File: config.mk
export PLATFORM = sky130hd
export DESIGN_NAME = rfid_capture_writer
export DESIGN_NICKNAME = d
export VERILOG_FILES = /design/src/rtl/rfid_capture_writer.sv
export SDC_FILE = /design/constraint.sdc
export NUM_CORES = 1
export LEC_CHECK = 0
export BUFFER_PORTS_ARGS = -buffer_cell sky130_fd_sc_hd__buf_2
export CAP_MARGIN = 20
export CORE_MARGIN = 4
export CORE_UTILIZATION = 57
export DETAILED_ROUTE_END_ITERATION = 16
export PLACE_DENSITY = 0.87
export SLEW_MARGIN = 20
export SYNTH_ARGS = -nofsm -noshare
export SYNTH_HDL_FRONTEND = slang
export SYNTH_SLANG_ARGS = --single-unit
File: constraint.sdc
create_clock -name clk -period 3.2 [get_ports clk]
set_input_delay 0.16 -clock clk [delete_from_list [all_inputs] [get_ports clk]]
set_output_delay 0.16 -clock clk [all_outputs]
set_load 0.1 [all_outputs]
File: src/rtl/rfid_capture_writer.sv
// rfid_capture_writer
//   Packs a demodulated RFID byte stream into 32-bit little-endian words and
//   writes them through an Avalon-MM write master into the capture buffer.
//   Software programs base_addr/num_bytes and pulses start; done pulses once
//   the last word (or the in-flight word after an abort) has been accepted.
//
// Ports:
//   clk, reset_n        clock, asynchronous active-low reset
//   start, abort        one-cycle control pulses
//   base_addr           first word address (sampled on start)
//   num_bytes           bytes to capture (sampled on start)
//   in_data/in_valid/in_ready   byte stream, taken on in_valid & in_ready
//   avm_*               Avalon-MM write master (word addressed)
//   busy                capture in progress
//   done                one-cycle completion pulse
//   aborted             sticky: last capture ended by abort
//   words_written       words accepted by the memory in current/last capture
module rfid_capture_writer #(
    parameter int ADDR_W = 13,
    parameter int CNT_W  = 16
) (
    input  logic              clk,
    input  logic              reset_n,
    input  logic              start,
    input  logic              abort,
    input  logic [ADDR_W-1:0] base_addr,
    input  logic [CNT_W-1:0]  num_bytes,
    input  logic [7:0]        in_data,
    input  logic              in_valid,
    output logic              in_ready,
    output logic [ADDR_W-1:0] avm_address,
    output logic              avm_chipselect,
    output logic              avm_write,
    output logic [31:0]       avm_writedata,
    output logic [3:0]        avm_byteenable,
    input  logic              avm_waitrequest,
    output logic              busy,
    output logic              done,
    output logic              aborted,
    output logic [ADDR_W:0]   words_written
);

    typedef enum logic [1:0] {IDLE, CAPTURE, DRAIN} state_t;

    state_t            state, state_next;
    logic [CNT_W-1:0]  remaining;
    logic [ADDR_W-1:0] base_q;
    logic [ADDR_W-1:0] word_idx;
    logic [23:0]       pack_data;
    logic [1:0]        pack_cnt;
    logic              pend_valid;

    logic              take, accept, word_done;
    logic              start_cap, finish, set_aborted, discard;
    logic [31:0]       word_new;
    logic [3:0]        be_new;

    // The pending slot is the write master; its outputs are registers, so
    // in_ready never depends combinationally on avm_waitrequest.
    assign avm_write      = pend_valid;
    assign avm_chipselect = pend_valid;
    assign busy           = (state != IDLE);

    // A byte that completes a word needs the slot free; other bytes only need
    // room in the pack register, so packing overlaps the outstanding write.
    assign in_ready = (state == CAPTURE) && (remaining != '0) &&
                      (((pack_cnt != 2'd3) && (remaining != CNT_W'(1))) || !pend_valid);

    always_ff @(posedge clk or negedge reset_n) begin
        if (!reset_n) state <= IDLE;
        else          state <= state_next;
    end

    always_comb begin
        state_next  = state;
        start_cap   = 1'b0;
        finish      = 1'b0;
        set_aborted = 1'b0;
        discard     = 1'b0;
        take        = in_valid && in_ready;
        accept      = pend_valid && !avm_waitrequest;
        word_done   = take && ((pack_cnt == 2'd3) || (remaining == CNT_W'(1)));
        // Unused upper lanes of pack_data are kept zero, so OR-ing the new
        // byte into its lane yields the zero-padded partial word directly.
        word_new    = {8'h00, pack_data} | (32'(in_data) << {pack_cnt, 3'b000});
        case (pack_cnt)
            2'd0:    be_new = 4'b0001;
            2'd1:    be_new = 4'b0011;
            2'd2:    be_new = 4'b0111;
            default: be_new = 4'b1111;
        endcase

        case (state)
            IDLE: begin
                if (start) begin
                    start_cap = 1'b1;
                    if (num_bytes == '0) finish = 1'b1;
                    else                 state_next = CAPTURE;
                end
            end
            CAPTURE: begin
                if (abort) begin
                    discard = 1'b1;
                    if (pend_valid && !accept) begin
                        state_next = DRAIN;
                    end else begin
                        state_next  = IDLE;
                        finish      = 1'b1;
                        set_aborted = 1'b1;
                    end
                end else if ((remaining == '0) && (!pend_valid || accept)) begin
                    state_next = IDLE;
                    finish     = 1'b1;
                end
            end
            DRAIN: begin
                if (accept) begin
                    state_next  = IDLE;
                    finish      = 1'b1;
                    set_aborted = 1'b1;
                end
            end
            default: state_next = IDLE;
        endcase
    end

    always_ff @(posedge clk or negedge reset_n) begin
        if (!reset_n) begin
            remaining      <= '0;
            base_q         <= '0;
            word_idx       <= '0;
            pack_data      <= '0;
            pack_cnt       <= '0;
            pend_valid     <= 1'b0;
            avm_address    <= '0;
            avm_writedata  <= '0;
            avm_byteenable <= '0;
            done           <= 1'b0;
            aborted        <= 1'b0;
            words_written  <= '0;
        end else begin
            done <= finish;

            if (accept) begin
                pend_valid    <= 1'b0;
                words_written <= words_written + (ADDR_W+1)'(1);
            end

            if (start_cap) begin
                base_q        <= base_addr;
                remaining     <= num_bytes;
                word_idx      <= '0;
                pack_data     <= '0;
                pack_cnt      <= '0;
                words_written <= '0;
                aborted       <= 1'b0;
            end

            if (set_aborted) aborted <= 1'b1;

            // Abort drops the partial word, including a byte handshaked in
            // the abort cycle itself.
            if (discard) begin
                pack_data <= '0;
                pack_cnt  <= '0;
            end else if (take) begin
                remaining <= remaining - CNT_W'(1);
                if (word_done) begin
                    pend_valid     <= 1'b1;
                    avm_writedata  <= word_new;
                    avm_byteenable <= be_new;
                    avm_address    <= base_q + word_idx;
                    word_idx       <= word_idx + ADDR_W'(1);
                    pack_data      <= '0;
                    pack_cnt       <= '0;
                end else begin
                    case (pack_cnt)
                        2'd0:    pack_data[7:0]   <= in_data;
                        2'd1:    pack_data[15:8]  <= in_data;
                        default: pack_data[23:16] <= in_data;
                    endcase
                    pack_cnt <= pack_cnt + 2'd1;
                end
            end
        end
    end

endmodule
==> flow_metrics.tcl, run 1 <==
set metrics [dict create \
    clock-sinks 136 \
    clk_latency_ps 420 \
    wl_met3_um 1320 \
    final_cell_area_um2 8650 \
    final_util 0.714 \
    startpoint "word_idx[0]" \
    grt_pass1_wl_um 29400 \
    cp_cell_sequence "ha_1 > fa_1 > a21o_1 > a221oi_1 > o21ai_0 > o2111a_1 > a211o_1" \
    yosysSeqAreaShare 0.478 \
    synth_nets 806 \
    fin_skew_ps 9.98 \
    pin_count 112 \
    fin_crit_ps 2750 \
    grt_start_max_net_pins 122 \
    drv_slew 0 \
    wl_met2_um 8200 \
    grt_pass1_vias 5839 \
    synth_most_common_cell "dfrtp_1" \
    postCtsSetupBuffers 0 \
    synth_edf_count 0 \
    place_congestion 0.899 \
    die_h_um 120 \
    hp-start "num_bytes[15]" \
    finalHoldViolCount 0 \
    synth_area_leaders "dfrtp_1 (48%), nand2_1 (7.1%), ha_1 (4.7%), o21ai_0 (3.6%), a21oi_1 (2.8%)" \
    p_per_area_nw_per_um2 759 \
    finalPower_uw 6570 \
    reg2reg_from "word_idx[0]" \
    crit_path_start_kind "register" \
    worstPathRequired_ps 3500 \
    status "complete, no violations" \
    fin_nets 923 \
    yosysWarnings 0 \
    worst_pin_slew_ps 954 \
    cts_buffers 17 \
    dp_hpwl_um 11700 \
    vias 6212 \
    initialDrtViolationCount 634 \
    gr-total-overflow 0 \
    syn-cell-area_um2 7120 \
    p_leak_uw 0.00422 \
    cpPeakStageDelay_ps 420 \
    critPathArrivalTime_ps 3050 \
    clock_path_buffers 2 \
    yosysUniqueCellTypes 67 \
    ys_ff_latch 136 \
    start_util 0.588 \
    rsz0062_at_grt "false" \
    core-area_um2 12100 \
    cts_tree "built" \
    syn_to_final_growth_pct 21.5 \
    dr.pass1.iters 5 \
    placementRows 40 \
    layout-drive-gt1-share 0.230 \
    synthTopCellsByCount "dfrtp_1 (136), nand2_1 (135), o21ai_0 (51)" \
    antenna_found_initial 1 \
    ir_drop_v 0.000797 \
    grtUsageTotal 0.255 \
    cts_max_level 4 \
    maxCapViolCount 0 \
    synth_cells 735 \
    met1Wirelength_um 7750 \
    cp-end-kind "register" \
    top_layer "met4" \
    syn_area_per_cell_um2 9.69 \
    yosysTopAreaCell "dfrtp_1" \
    cts_resized 0 \
    relSlewSlack 0.364 \
    max_freq_mhz 364 \
    synth-main-ff-cell "dfrtp_1" \
    cp_num_buf_inv 0 \
    portBuffers 111 \
    ant_nets 0 \
    die_area_um2 14300 \
    reg2reg_slack_ps 450 \
    hold_class "in -> reg" \
    fin_tns_setup_ps 0 \
    drc 0 \
    clkTransAtPathRegs_ps 60 \
    finalCritPeriodShare 0.859 \
    cp_max_fo 5 \
    dieWidth_um 120 \
    viasPerCell 6.01 \
    critical_path.slowest_cell "dfrtp_1" \
    setup_viol 0 \
    root_buffer "clkbuf_16" \
    wl_um 17900 \
    synth_top_cell_area_share 0.478 \
    crit_type "reg -> reg" \
    async_flop_share 1.00 \
    placed_area_um2 7840 \
    critical-path-top-delay-family "compound AO/OA/AOI/OAI gates" \
    wire_per_inst_um 17.3 \
]
-- cells by family (layout without fill, tap and decap cells) --
kind of cell,after synthesis,count (layout),share of synthesized area
AO/OA/AOI/OAI,199,199,0.207
AND/OR/NAND/NOR,267,267,0.174
XOR/XNOR,22,22,0.0271
buffers and inverters,68,198,0.0418
flip-flops,136,136,0.478
adder cells (fa/ha/maj),28,28,0.0502
multiplexers,15,15,0.0223
other,0,1,0
-- cells in the final DEF (no fill, tap or decap), types with 8 or more instances in the layout --
master,n
buf_4,15
a311oi_1,18
o21ai_0,51
xor2_1,14
or3_1,8
nand2_1,135
o221a_2,12
a22oi_1,17
o41ai_1,8
dfrtp_1,136
a21oi_1,40
nand4_1,10
inv_1,23
dlygate4sd3_1,14
a221oi_2,8
nor2_1,45
mux2i_1,8
xnor2_1,8
ha_1,27
nor3_1,11
a21o_1,9
nand3_1,15
buf_2,110
clkbuf_16,17
-- per-stage QoR --
step	cells	setup WS, ps	hold slack (ps)
2_1_floorplan	735	433	-136
3_3_place_gp	987	639	354
3_5_place_dp	987	516	359
4_1_cts	1033	487	32.8
5_1_grt	1034	250	36.0
6_report	1034	451	36.6
-- final cells by class --
| cell class | instances | area (um^2) |
|---|---|---|
| fill | 924 | 3460 |
| tap | 168 | 210 |
| clock buffer | 19 | 453 |
| multi-input combinational | 531 | 3440 |
| inverter | 25 | 93.8 |
| timing repair buffer | 141 | 837 |
| clock inverter | 13 | 218 |
| antenna | 1 | 2.50 |
| sequential | 136 | 3400 |
-- sequential cells by signal, summed over array words and instances, names as in the netlist --
name,count
base_q,13
words_written,14
avm_byteenable,4
aborted,1
word_idx,13
avm_writedata,32
pack_cnt,2
pack_data,24
state,2
done,1
avm_chipselect,1
remaining,16
avm_address,13
-- layer usage --
layer	GRT usage	vias to the layer above
met4	0.109	0
met3	0.0650	57
met5	0	-
met1	0.353	2964
li1	-	2892
met2	0.384	299
-- where the power goes --
part | switching, uW | internal, uW | total (uW) | leakage (uW)
clock network | 762 | 1430 | 2200 | 0.000320
registers | 327 | 2040 | 2360 | 0.00182
logic | 1350 | 657 | 2010 | 0.00207
-- worst paths after layout --
path / to / depth (start not counted)
max in group asynchronous: remaining[12] / 3
max: avm_address[12] / 7
min in group asynchronous: avm_address[6] / 2
min reg2reg: avm_writedata[8] / 2
min: remaining[15] / 2
max reg2reg: avm_address[12] / 7
-- repair_timing --
| item | in CTS | in global routing |
|---|---|---|
| endpoints found under the hold margin | 132 | 0 |
| setup endpoints to repair | 0 | 0 |
| hold buffers | 14 | 0 |
-- worst register-to-register path, delay by kind of cell (launching register included) --
family                   cells  cell delay [ps]
adder cells (fa/ha/maj)      2              660
flip-flops                   1              420
AO/OA/AOI/OAI                5             1560
(Power assumes the default switching activity.)
==> run 2: changes to the inputs <==
--- a/config.mk
+++ b/config.mk
@@ -5,12 +5,13 @@
 export SDC_FILE = /design/constraint.sdc
 export NUM_CORES = 1
 export LEC_CHECK = 0
+export ABC_AREA = 1
 export BUFFER_PORTS_ARGS = -buffer_cell sky130_fd_sc_hd__buf_2
 export CAP_MARGIN = 20
 export CORE_MARGIN = 4
-export CORE_UTILIZATION = 57
+export CORE_UTILIZATION = 58
 export DETAILED_ROUTE_END_ITERATION = 16
-export PLACE_DENSITY = 0.87
+export PLACE_DENSITY = 0.88
 export SLEW_MARGIN = 20
 export SYNTH_ARGS = -nofsm -noshare
 export SYNTH_HDL_FRONTEND = slang
==> run 2 against run 1 <==
  * Sequential share of layout area fell by 1.7 points
  * Setup slack better by 71 ps
  * Sequential power grew 11%
  * Hold slack better by 23 ps
==> flow_metrics.tcl, run 2 <==
set metrics [dict create \
    placed_area_um2 8360 \
    rsz0062_at_grt "false" \
    ant_nets 0 \
    start_util 0.604 \
    synthTopCellsByCount "nand2_1 (303), o21ai_0 (147), dfrtp_1 (136)" \
    layout_commonest_cell "nand2_1" \
    reg2reg_from "remaining[4]" \
    worst-r2r-cell-count 12 \
    yosysWarnings 0 \
    finalHoldViolCount 0 \
    vias 7367 \
    gr-total-overflow 0 \
    postCtsSetupBuffers 0 \
    die_area_um2 15300 \
    cts_tree "built" \
    power_frac_comb 0.500 \
    drc 0 \
    cts_buffers 17 \
    cp-end-kind "register" \
    antenna_found_initial 0 \
    synth-main-ff-cell "dfrtp_1" \
    setup_viol 0 \
    clk_latency_ps 430 \
    pin_count 112 \
    status "complete, no violations" \
    ir_drop_v 0.000907 \
    fin_crit_ps 2680 \
    synth_most_common_cell "nand2_1" \
    grtUsageTotal 0.278 \
    core-area_um2 12800 \
    finalCritPeriodShare 0.837 \
    clkTransAtPathRegs_ps 60 \
    final_cell_area_um2 9050 \
    grt_pass1_vias 6964 \
    reg2reg_slack_ps 520 \
    critPathArrivalTime_ps 2990 \
    hp-start "avm_waitrequest" \
    layout-drive-gt1-share 0.156 \
    max_freq_mhz 373 \
    p_per_area_nw_per_um2 987 \
    syn-cell-area_um2 7740 \
    synth_cells 1015 \
    cts_max_level 4 \
    power_switching_uw 4520 \
    synth_area_leaders "dfrtp_1 (44%), nand2_1 (15%), o21ai_0 (9.5%), ha_1 (4.4%), inv_1 (4.3%)" \
    fin_tns_setup_ps 0 \
    regMostFlops "avm_writedata" \
    placementRows 41 \
    fillers 985 \
    grt_start_max_net_pins 107 \
    p_leak_uw 0.00475 \
    min_to "avm_chipselect" \
    final_cell_mix "nand2_1 (302), o21ai_0 (147), dfrtp_1 (136)" \
    yosysUniqueCellTypes 41 \
    portBuffers 111 \
    worstPathRequired_ps 3510 \
    p_int_uw 4410 \
    largest_reg_flops 32 \
    power_frac_seq 0.293 \
    fin_nets 1194 \
    antenna_cells 0 \
    syn_to_final_growth_pct 16.9 \
    dr.pass1.iters 6 \
    cp_max_fo 30 \
    syn_area_per_cell_um2 7.63 \
    finalPower_uw 8930 \
    synth_top_cell_area_share 0.440 \
    hold_class "in -> reg" \
    drv_slew 0 \
    yosysTopAreaCell "dfrtp_1" \
    place_congestion 0.912 \
    wl_um 20000 \
    dieWidth_um 124 \
    worst_pin_slew_ps 946 \
    reg.largest.list "avm_writedata: 32 flops, pack_data: 24 flops, remaining: 16 flops" \
    async_flop_share 1.00 \
    clkPwrFrac 0.206 \
    grt_pass1_wl_um 33500 \
    yosysSeqAreaShare 0.440 \
    crit_path_start_kind "register" \
    viasPerCell 5.64 \
    maxCapViolCount 0 \
    clock_path_buffers 2 \
    initialDrtViolationCount 795 \
    wire_per_inst_um 15.3 \
    dp_hpwl_um 13100 \
    fin_skew_ps 13.5 \
    startpoint "remaining[4]" \
    final_cells 1307 \
    swShare 0.506 \
    clock-sinks 136 \
    synth_edf_count 0 \
    relSlewSlack 0.369 \
    synth_nets 1086 \
    crit_type "reg -> reg" \
    ys_ff_latch 136 \
    rr_endpoint "remaining[12]" \
    die_h_um 124 \
    min_delay_path_depth 3 \
    root_buffer "clkbuf_16" \
    dp.cells 1262 \
]
## run 2: cell count changes in the layout (fill, tap and decap cells not counted), moves of 12 or more
cell / previous run / this run
a21oi_1: 40 / 22
a22oi_1: 17 / 0
o21ai_0: 51 / 147
nand2_1: 135 / 302
nand3_1: 15 / 41
a311oi_1: 18 / 0
nor2_1: 45 / 68
inv_1: 23 / 89
o221a_2: 12 / 0
o21ai_1: 1 / 34
## run 2: routing by layer
metal	track usage	share of wire
met5	0	0
met1	0.387	0.41
met3	0.0576	0.10
met2	0.423	0.46
met4	0.123	0.030
## run 2: worst max path at each step
stage | end | cells past startpoint
after global routing | remaining[11] | 12
after floorplan | words_written[12] | 8
after CTS | remaining[12] | 12
after global placement | remaining[14] | 13
after detailed placement | remaining[12] | 12
final | remaining[12] | 12
## run 2: critical path, cell delays in order, from the launching register on
cell and delay, ps:
dfrtp_1 410, nor2_1 170, nand2_1 130, nor2_1 170, nand2_2 110, nand2_4 220
nand2_2 120, nand3_4 230, inv_2 220, nand2_2 480, inv_2 120, nand2_1 100
nand2_1 60
## run 2: metrics by stage
step / util / hold slack (ps) / setup WS (ps)
final: 0.706 / 59.6 / 521
after CTS: 0.706 / 35.3 / 575
after floorplan: - / -136 / 884
after detailed placement: 0.652 / 341 / 624
after global routing: 0.706 / 65.9 / 265
after global placement: 0.652 / 341 / 727
## run 2: power by group through the flow
stage | combinational [uW] | sequential (uW) | clock [uW]
after global placement | 4250 | 2600 | 0
after CTS | 4430 | 2600 | 1840
after detailed placement | 4350 | 2620 | 0
after global routing | 4870 | 2670 | 1930
after floorplan | 2080 | 4020 | 0
final | 4470 | 2620 | 1840
## run 2: layout make-up
| type | count | area, um^2 | area share |
|---|---|---|---|
| repair buffers | 136 | 797 | 0.0881 |
| well taps | 172 | 215 | 0.0238 |
| clock inverters | 8 | 72.6 | 0.00802 |
| clock buffers | 23 | 478 | 0.0528 |
| inverters | 95 | 357 | 0.0394 |
| multi-input cells | 737 | 3730 | 0.412 |
| flip-flops and latches | 136 | 3400 | 0.376 |
## run 2: kinds of logic (layout without fill, tap and decap cells)
family / count (synthesis) / count (layout) / share of synthesized area
simple gates: 449 / 449 / 0.242
compound gates: 225 / 225 / 0.153
buf+inv: 142 / 262 / 0.0794
flops: 136 / 136 / 0.440
xor+xnor: 35 / 35 / 0.0396
fa+ha+maj: 28 / 28 / 0.0462
## run 2: what timing repair did
item	in CTS	in global routing
gates resized for setup	0	0
hold endpoints to repair	117	0
hold buffers	14	0
==> run 3: changes to the inputs <==
--- a/config.mk
+++ b/config.mk
@@ -9,9 +9,9 @@
 export BUFFER_PORTS_ARGS = -buffer_cell sky130_fd_sc_hd__buf_2
 export CAP_MARGIN = 20
 export CORE_MARGIN = 4
-export CORE_UTILIZATION = 58
+export CORE_UTILIZATION = 52
 export DETAILED_ROUTE_END_ITERATION = 16
-export PLACE_DENSITY = 0.88
+export PLACE_DENSITY = 0.83
 export SLEW_MARGIN = 20
 export SYNTH_ARGS = -nofsm -noshare
 export SYNTH_HDL_FRONTEND = slang
==> constraint.sdc (replaced) <==
create_clock -name clk -period 2.3 [get_ports clk]
set_input_delay 0.115 -clock clk [delete_from_list [all_inputs] [get_ports clk]]
set_output_delay 0.115 -clock clk [all_outputs]
set_load 0.1 [all_outputs]
==> run 3 against run 2 <==
  * Die area rose by 11%
  * Register-to-register slack worse by 150 ps
  * Critical path type is now reg -> out
  * Non-clock buffer count up 11
  * Sequential cell count is the same
  * Design area up 1.2%
  * Via count fell by 1.0%
==> flow_metrics.tcl, run 3 (same netlist as run 2, synthesis figures left out) <==
set metrics [dict create \
    power_frac_comb 0.502 \
    reg.largest.list "avm_writedata: 32 flops, pack_data: 24 flops, remaining: 16 flops" \
    p_leak_uw 0.00481 \
    p_int_uw 6180 \
    root_buffer "clkbuf_16" \
    cp_max_fo 4 \
    antenna_found_initial 0 \
    grtUsageTotal 0.241 \
    dieWidth_um 130 \
    top_layer "met4" \
    status "complete, no violations" \
    dr.pass1.iters 5 \
    cpPeakStageDelay_ps 430 \
    layout_commonest_cell "nand2_1" \
    finalPower_uw 12400 \
    cts_buffers 17 \
    layout-drive-gt1-share 0.162 \
    max_freq_mhz 461 \
    regMostFlops "avm_writedata" \
    power_frac_seq 0.297 \
    rsz0062_at_grt "false" \
    grt_pass1_vias 6664 \
    hold_class "in -> reg" \
    initialDrtViolationCount 749 \
    clk_latency_ps 420 \
    pin_count 112 \
    drv_slew 0 \
    dp_hpwl_um 13400 \
    fin_skew_ps 8.73 \
    p_per_area_nw_per_um2 1350 \
    startpoint "remaining[0]" \
    worstPathRequired_ps 2180 \
    seqCellArea_um2 3400 \
    fin_nets 1205 \
    viasPerCell 5.49 \
    grt_start_max_net_pins 76 \
    gr-total-overflow 0 \
    swShare 0.500 \
    reg2reg_from "state[0]" \
    cp-end-kind "output pin" \
    finalHoldViolCount 0 \
    setup_viol 0 \
    cp_cell_sequence "inv_1 > ha_1 > nand2_1 > nor2_2 > a21oi_4 > nand2_1 > inv_1 > buf_2" \
    placementRows 44 \
    hp-start "in_data[1]" \
    maxCapViolCount 0 \
    pre_cts_slack_ps 409 \
    crit_path_start_kind "register" \
    wl_met2_um 9150 \
    wl_um 19600 \
    clock_path_buffers 2 \
    die_h_um 130 \
    multi_input_area_um2 3730 \
    clkTransAtPathRegs_ps 50 \
    fin_tns_setup_ps 0 \
    relSlewSlack 0.541 \
    grt_pass1_wl_um 32200 \
    drc 0 \
    syn_to_final_growth_pct 18.3 \
    vias 7290 \
    power_switching_uw 6180 \
    antenna_cells 0 \
    fillers 1199 \
    place_congestion 0.928 \
    start_util 0.533 \
    fin_crit_ps 2170 \
    critical_path.slowest_cell "buf_2" \
    final.setup.worst_slack_ps 129 \
    critPathArrivalTime_ps 2060 \
    wl_met3_um 1620 \
    ant_nets 0 \
    ir_drop_v 0.00127 \
    portBuffers 111 \
    wire_per_inst_um 14.8 \
    crit_type "reg -> out" \
    clkPwrFrac 0.201 \
    worst_pin_slew_ps 689 \
    cts_resized 0 \
    die_area_um2 16900 \
    cts_tree "built" \
    core-area_um2 14500 \
    met1Wirelength_um 8380 \
    final_cell_mix "nand2_1 (302), o21ai_0 (147), dfrtp_1 (135)" \
    finalCritPeriodShare 0.944 \
    cts_max_level 4 \
    clock-sinks 136 \
    largest_reg_flops 32 \
]
-- run 3: power by group through the flow --
stage          sequential, uW  combinational [uW]  clock [uW]
3_5_place_dp             3680                6110           0
2_1_floorplan            5590                2890           0
4_1_cts                  3660                6180        2510
6_report                 3670                6210        2490
3_3_place_gp             3660                5980           0
5_1_grt                  3740                6820        2620
-- run 3: timing repair --
action | 4_1_cts | 5_1_grt
hold buffers | 14 | 0
buffers inserted | 0 | 0
hold endpoints to repair | 74 | 0
-- run 3: area by class of cell --
class	instances	share of cell area
clock buffer	28	0.0575
clock inverter	2	0.00137
inverter	95	0.0389
multi-input combinational	737	0.407
sequential	136	0.372
tap	184	0.0251
timing repair buffer	147	0.0987
-- run 3: per-stage QoR --
| step | std cells | util | instance area (um^2) | hold WS [ps] |
|---|---|---|---|---|
| floorplan | 1015 | - | 7740 | -181 |
| global placement | 1285 | 0.584 | 8480 | 139 |
| global route | 1329 | 0.630 | 9160 | 42.3 |
| detailed placement | 1285 | 0.584 | 8480 | 139 |
| finish | 1329 | 0.630 | 9160 | 44.9 |
| CTS | 1329 | 0.630 | 9160 | 32.3 |
-- run 3: worst max-delay path, delay by kind of cell, from the launching register on --
kind | cells | cell delay [ps]
fa+ha+maj | 1 | 200
flops | 1 | 390
buf+inv | 3 | 610
simple gates | 3 | 210
compound gates | 1 | 220
-- run 3: worst paths after layout --
kind	slack (ps)	depth (start not counted)	end
setup / recovery	130	8	in_ready
hold / removal	40	3	avm_writedata[25]
setup reg to reg	370	10	pack_data[9]
hold reg to reg	460	1	avm_byteenable[0]
max in group asynchronous	1320	3	avm_chipselect
min in group asynchronous	240	2	avm_writedata[13]
-- run 3: routing by layer --
metal | up-vias | global-route usage
li1 | 3516 | -
met1 | 3393 | 0.330
met2 | 336 | 0.374
met3 | 45 | 0.0503
met4 | 0 | 0.0990
met5 | - | 0
